File: src/rtl/bht_update_queue_pkg.sv
// Types shared by the branch-history update queue: the update record handed to
// the BHT and the entry held in the queue. Layout mirrors ariane_pkg::bht_update_t.
package bht_update_queue_pkg;

  localparam int unsigned VLEN = 64;

  typedef struct packed {
    logic            valid;
    logic [VLEN-1:0] pc;
    logic            taken;
  } bht_update_t;

  typedef struct packed {
    logic [VLEN-1:0] pc;
    logic            taken;
  } bht_entry_t;

  localparam int unsigned BHT_UPDATE_W = $bits(bht_update_t);

endpackage

File: src/rtl/bht_update_queue.sv
// Small FIFO that buffers resolved conditional-branch outcomes until the BHT
// accepts them. It counts the updates it drops when full.
module bht_update_queue
  import bht_update_queue_pkg::*;
#(
  parameter int unsigned DEPTH = 4
) (
  input  logic                         clk_i,
  input  logic                         rst_i,
  input  logic                         flush_i,
  input  logic                         debug_mode_i,
  input  logic                         resolved_valid_i,
  input  logic [VLEN-1:0]              resolved_pc_i,
  input  logic                         resolved_taken_i,
  input  logic                         resolved_is_cond_i,
  input  logic                         bht_ready_i,
  output logic [BHT_UPDATE_W-1:0]      bht_update_o,
  output logic [$clog2(DEPTH+1)-1:0]   count_o,
  output logic [7:0]                   overflow_cnt_o
);

  localparam int unsigned PTR_W = $clog2(DEPTH);
  localparam int unsigned CNT_W = $clog2(DEPTH + 1);

  bht_entry_t       mem_q [DEPTH];
  logic [PTR_W-1:0] wr_ptr_q, wr_ptr_d;
  logic [PTR_W-1:0] rd_ptr_q, rd_ptr_d;
  logic [CNT_W-1:0] count_q, count_d;
  logic [7:0]       ovf_q, ovf_d;

  logic        push_req, pop, full, push, drop;
  bht_update_t upd;

  assign push_req = resolved_valid_i & resolved_is_cond_i & ~debug_mode_i & ~flush_i;
  assign full     = (count_q == CNT_W'(DEPTH));
  assign pop      = (count_q != '0) & bht_ready_i;
  // A full queue still accepts a new entry when the head leaves in the same cycle.
  assign push     = push_req & (~full | pop);
  assign drop     = push_req & full & ~pop;

  // NOTE: every variable gets a default first so no path leaves it unassigned,
  // which would infer a latch.
  always_comb begin
    wr_ptr_d = wr_ptr_q;
    rd_ptr_d = rd_ptr_q;
    count_d  = count_q;
    ovf_d    = ovf_q;
    if (flush_i) begin
      wr_ptr_d = '0;
      rd_ptr_d = '0;
      count_d  = '0;
    end else begin
      if (push) wr_ptr_d = wr_ptr_q + PTR_W'(1);
      if (pop)  rd_ptr_d = rd_ptr_q + PTR_W'(1);
      if (push && !pop)      count_d = count_q + CNT_W'(1);
      else if (pop && !push) count_d = count_q - CNT_W'(1);
      if (drop && ovf_q != 8'hFF) ovf_d = ovf_q + 8'd1;
    end
  end

  // NOTE: sequential state uses non-blocking assignments so every register
  // samples the pre-edge values regardless of statement order.
  always_ff @(posedge clk_i) begin
    if (rst_i) begin
      wr_ptr_q <= '0;
      rd_ptr_q <= '0;
      count_q  <= '0;
      ovf_q    <= '0;
    end else begin
      wr_ptr_q <= wr_ptr_d;
      rd_ptr_q <= rd_ptr_d;
      count_q  <= count_d;
      ovf_q    <= ovf_d;
    end
  end

  // NOTE: storage is deliberately not reset; the output masks it whenever the
  // queue is empty, so stale contents are never observable.
  always_ff @(posedge clk_i) begin
    if (push) mem_q[wr_ptr_q] <= '{pc: resolved_pc_i, taken: resolved_taken_i};
  end

  always_comb begin
    upd       = '0;
    upd.valid = (count_q != '0);
    if (upd.valid) begin
      upd.pc    = mem_q[rd_ptr_q].pc;
      upd.taken = mem_q[rd_ptr_q].taken;
    end
  end

  assign bht_update_o   = upd;
  assign count_o        = count_q;
  assign overflow_cnt_o = ovf_q;

endmodule

File: config.mk
export PLATFORM = sky130hd
export DESIGN_NAME = bht_update_queue
export DESIGN_NICKNAME = d
export VERILOG_FILES = /design/src/rtl/bht_update_queue_pkg.sv /design/src/rtl/bht_update_queue.sv
export SDC_FILE = /design/constraint.sdc
export NUM_CORES = 1
export LEC_CHECK = 0
export ABC_AREA = 1
export CAP_MARGIN = 5
export CORE_MARGIN = 3
export CORE_UTILIZATION = 25
export DETAILED_ROUTE_END_ITERATION = 12
export GPL_TIMING_DRIVEN = 1
export SYNTH_ARGS = -nofsm -noshare
export SYNTH_HDL_FRONTEND = slang
export SYNTH_SLANG_ARGS = --single-unit
export TNS_END_PERCENT = 50
File: constraint.sdc
create_clock -name clk_i -period 7.15 [get_ports clk_i]
set_input_delay 2.145 -clock clk_i [delete_from_list [all_inputs] [get_ports clk_i]]
set_output_delay 2.145 -clock clk_i [all_outputs]
set_load 0.03 [all_outputs]
==> results.sh <==
export IMPL_placement_io_buffers=148
export IMPL_setup_tns_ns=0
export IMPL_power_ir_vdd_worst_uv=197.9
export IMPL_cts_tree="yes"
export IMPL_cp_end_kind="output pin"
export IMPL_row_cnt=76
export IMPL_power_density_nw_per_um2=247.4
export IMPL_r2r_start="count_o[1]"
export IMPL_number_of_maximum_capacitance_constraint_violations=0
export IMPL_die_area_um2=47000
export IMPL_slew_limit_headroom_pct=22.95
export IMPL_post_route_drc_count=0
export IMPL_viasPerCell=4.306
export IMPL_cts_clk_slew_worst_paths_ns=0.06
export IMPL_outcome="completed"
export IMPL_grt_busiest_layer="met2"
export IMPL_ys_seq_elements=277
export IMPL_placeableCoreArea_um2=43460
export IMPL_clkLatencyLatePin_ns=0.56
export IMPL_postCtsSetupBuffers=0
export IMPL_drt_total_wl_um=27440
export IMPL_rr_worst_depth=14
export IMPL_top_flip_flop_cell_by_instance_count_after_synthesis="sky130_fd_sc_hd__edfxtp_1"
export IMPL_post_syn_nets=998
export IMPL_ctsHoldBuffers=0
export IMPL_p_int_mw=2.758
export IMPL_netlist_top_cell_by_area="sky130_fd_sc_hd__edfxtp_1"
export IMPL_yosys_area_top_type_share_pct=70.29
export IMPL_skew_ns=0.01440
export IMPL_routed_via_count=7196
export IMPL_comb_power_share_pct=5.9
export IMPL_timing_worst_slew_pin_value_ns=1.153
export IMPL_global_placement_routability_congestion=0.7383
export IMPL_antenna_found_initial=2
export IMPL_arrival_ns=3.23
export IMPL_timing_hold_worst_class="flop to flop"
export IMPL_part_of_the_total_power_dissipated_in_sequential_elements_pct=51.1
export IMPL_final_net_count=1141
export IMPL_final_setup_violating_endpoints=0
export IMPL_met3_usage_pct=2.597
export IMPL_ys_types=26
export IMPL_power_leakage_nw=4.654
export IMPL_dr_pass1_iters=4
export IMPL_ctsResizeCount=0
export IMPL_area_delta_synth_final_pct=27.17
export IMPL_grt_total_usage_pct=11.41
export IMPL_cts_buffers_inserted=30
export IMPL_grt_max_degree=99
export IMPL_cp_data_required_time_ns=5.01
export IMPL_met2_track_usage_gr_pct=19.76
export IMPL_min_period_ns=5.380
export IMPL_synth_enable_flop_cells=260
export IMPL_route_detailed_wl_per_inst_um=16.42
export IMPL_ant_nets=0
export IMPL_place_ws_ns=2.245
export IMPL_worst_setup_path_type="flop to output pin"
export IMPL_numClockSinks=277
export IMPL_floorplan_io_pins=149
export IMPL_cts_root_to_sink_buffers=3
export IMPL_first_global_vias=7272
export IMPL_initial_utilization_pct=25.56
export IMPL_detailed_place_hpwl_um=15420
export IMPL_ys_top_cells_by_area="sky130_fd_sc_hd__edfxtp_1, sky130_fd_sc_hd__nor2_1, sky130_fd_sc_hd__o21ai_0"
export IMPL_fraction_of_layout_cells_with_a_size_suffix_above_1_pct=7.097
export IMPL_synth_async_sr_flop_share_pct=0
export IMPL_grt_setup_unrepaired="false"
export IMPL_grt_use_met1_pct=14.47
export IMPL_share_of_the_yosys_chip_area_belonging_to_registers_pct=73.35
export IMPL_avgSynthCellArea_um2=12.09
export IMPL_grt_first_pass_wirelength_um=41990
export IMPL_net_switching_power_figure_uw=736.2
export IMPL_worst_r2r_endpoint="count_o[2]"
export IMPL_syn_cell_area_um2=11110
export IMPL_timing_critical_path_fanout_max=98
export IMPL_yosysWarnings=0
export IMPL_maxClockFrequency_mhz=185.9
export IMPL_cts_htree_levels=1
export IMPL_clock_tree_root="sky130_fd_sc_hd__clkbuf_16"
export IMPL_hold_path_endpoint="rd_ptr_q[0]"
export IMPL_drt_iter0_drc=400
export IMPL_hold_violations=0
export IMPL_report_final_slew_viol_count=0
export IMPL_synth_most_common_cell="sky130_fd_sc_hd__nor2_1"
export IMPL_synth_top_cells_by_count="sky130_fd_sc_hd__nor2_1, sky130_fd_sc_hd__edfxtp_1, sky130_fd_sc_hd__o21ai_0"
export IMPL_die_height_um=216.8
export IMPL_timing_critical_path_from_type="flop"
export IMPL_layout_worst_path_cycle_share_pct=75.24
export IMPL_syn_inst=919
export IMPL_pwr_share_clk_pct=43.0
export IMPL_min_path_cells=1
export IMPL_overflow=0
export IMPL_min_from="rd_ptr_q[0]"
export IMPL_rrSetupSlack_ns=4.19
export IMPL_die_width_um=216.8
export IMPL_fraction_of_power_spent_switching_nets_pct=21.07
export IMPL_fin_ws_ns=1.770
cell families (layout without fill, tap and decap cells):
| group | Yosys count | after routing | synth area share [%] |
|---|---|---|---|
| AOI/OAI and AO/OA | 216 | 216 | 9.732 |
| DFF | 277 | 277 | 73.35 |
| other | 0 | 1 | 0 |
| buffers and inverters | 81 | 247 | 3.987 |
| adders and majority gates | 7 | 7 | 0.8560 |
| and+or+nand+nor | 336 | 336 | 11.92 |
| xor gates and xnor gates | 2 | 2 | 0.1577 |
layer usage:
layer  part of all wire (%)  up-vias
li1                       -     3494
met1                     44     3494
met3                    5.6       45
met2                     48      159
met4                    1.9        4
met5                  0.098        -
area by class of cell:
type,count,area (um^2)
Tap cell,585,732.0
Fill cell,4331,29330
Antenna cell,1,2.502
Sequential cell,277,8155
Timing Repair Buffer,161,1604
Inverter,31,118.9
Multi-Input combinational cell,561,2552
Clock inverter,12,110.1
Clock buffer,43,850.8
flip-flops by register name, summed over array words and instances, names as in the netlist, named ones only:
name and count:
overflow_cnt_o 8, wr_ptr_q 2, count_o 3, mem_q 260, rd_ptr_q 2
stage by stage:
step | power [mW] | std cells | area, um^2 | util [%] | hold WS [ns]
2_1_floorplan | 1.916 | 919 | 11110 | - | 0.4540
3_3_place_gp | 2.026 | 1615 | 13160 | 30.29 | 0.4697
3_5_place_dp | 2.029 | 1615 | 13160 | 30.29 | 0.4840
4_1_cts | 3.551 | 1670 | 14120 | 32.50 | 0.4961
5_1_grt | 3.633 | 1670 | 14120 | 32.50 | 0.5352
6_report | 3.494 | 1671 | 14130 | 32.51 | 0.4921
critical path, stage by stage (launching register included):
cell and delay, ns:
sky130_fd_sc_hd__dfxtp_4 0.41, sky130_fd_sc_hd__inv_4 0.68, sky130_fd_sc_hd__buf_4 0.48, sky130_fd_sc_hd__o21ai_0 0.15
sky130_fd_sc_hd__a21oi_1 0.22, sky130_fd_sc_hd__clkdlybuf4s50_1 0.71
power by group through the flow:
stage	Clock, mW	Combinational, mW	Sequential (mW)
2_1_floorplan	0	0.0947	1.82
6_report	1.50	0.206	1.78
5_1_grt	1.63	0.223	1.78
3_5_place_dp	0	0.210	1.82
4_1_cts	1.56	0.211	1.78
3_3_place_gp	0	0.207	1.82
worst max-delay path by stage:
stage | endpoint | slack, ns | cells after the start
final | bht_update_o[12] | 1.77 | 5
after floorplan | mem_q[0][0] | 1.45 | 5
after global placement | bht_update_o[12] | 2.26 | 5
after CTS | bht_update_o[12] | 1.62 | 5
after global routing | bht_update_o[12] | 1.46 | 5
after detailed placement | bht_update_o[12] | 2.25 | 5
cells in the final DEF (no fill, tap or decap), drive strengths merged:
cell type and instances:
clkdlybuf4s50 148, clkbuf 43, clkinv 10, nand3 8, ha 6, fa 1, or2 1, nand2 39
dfxtp 17, bufinv 2, edfxtp 260, xor2 2, buf 13, nor2 286, diode 1, o21ai 138
a21oi 78, nand4 2, inv 31
Note: power is estimated with default switching activity, not from simulation.
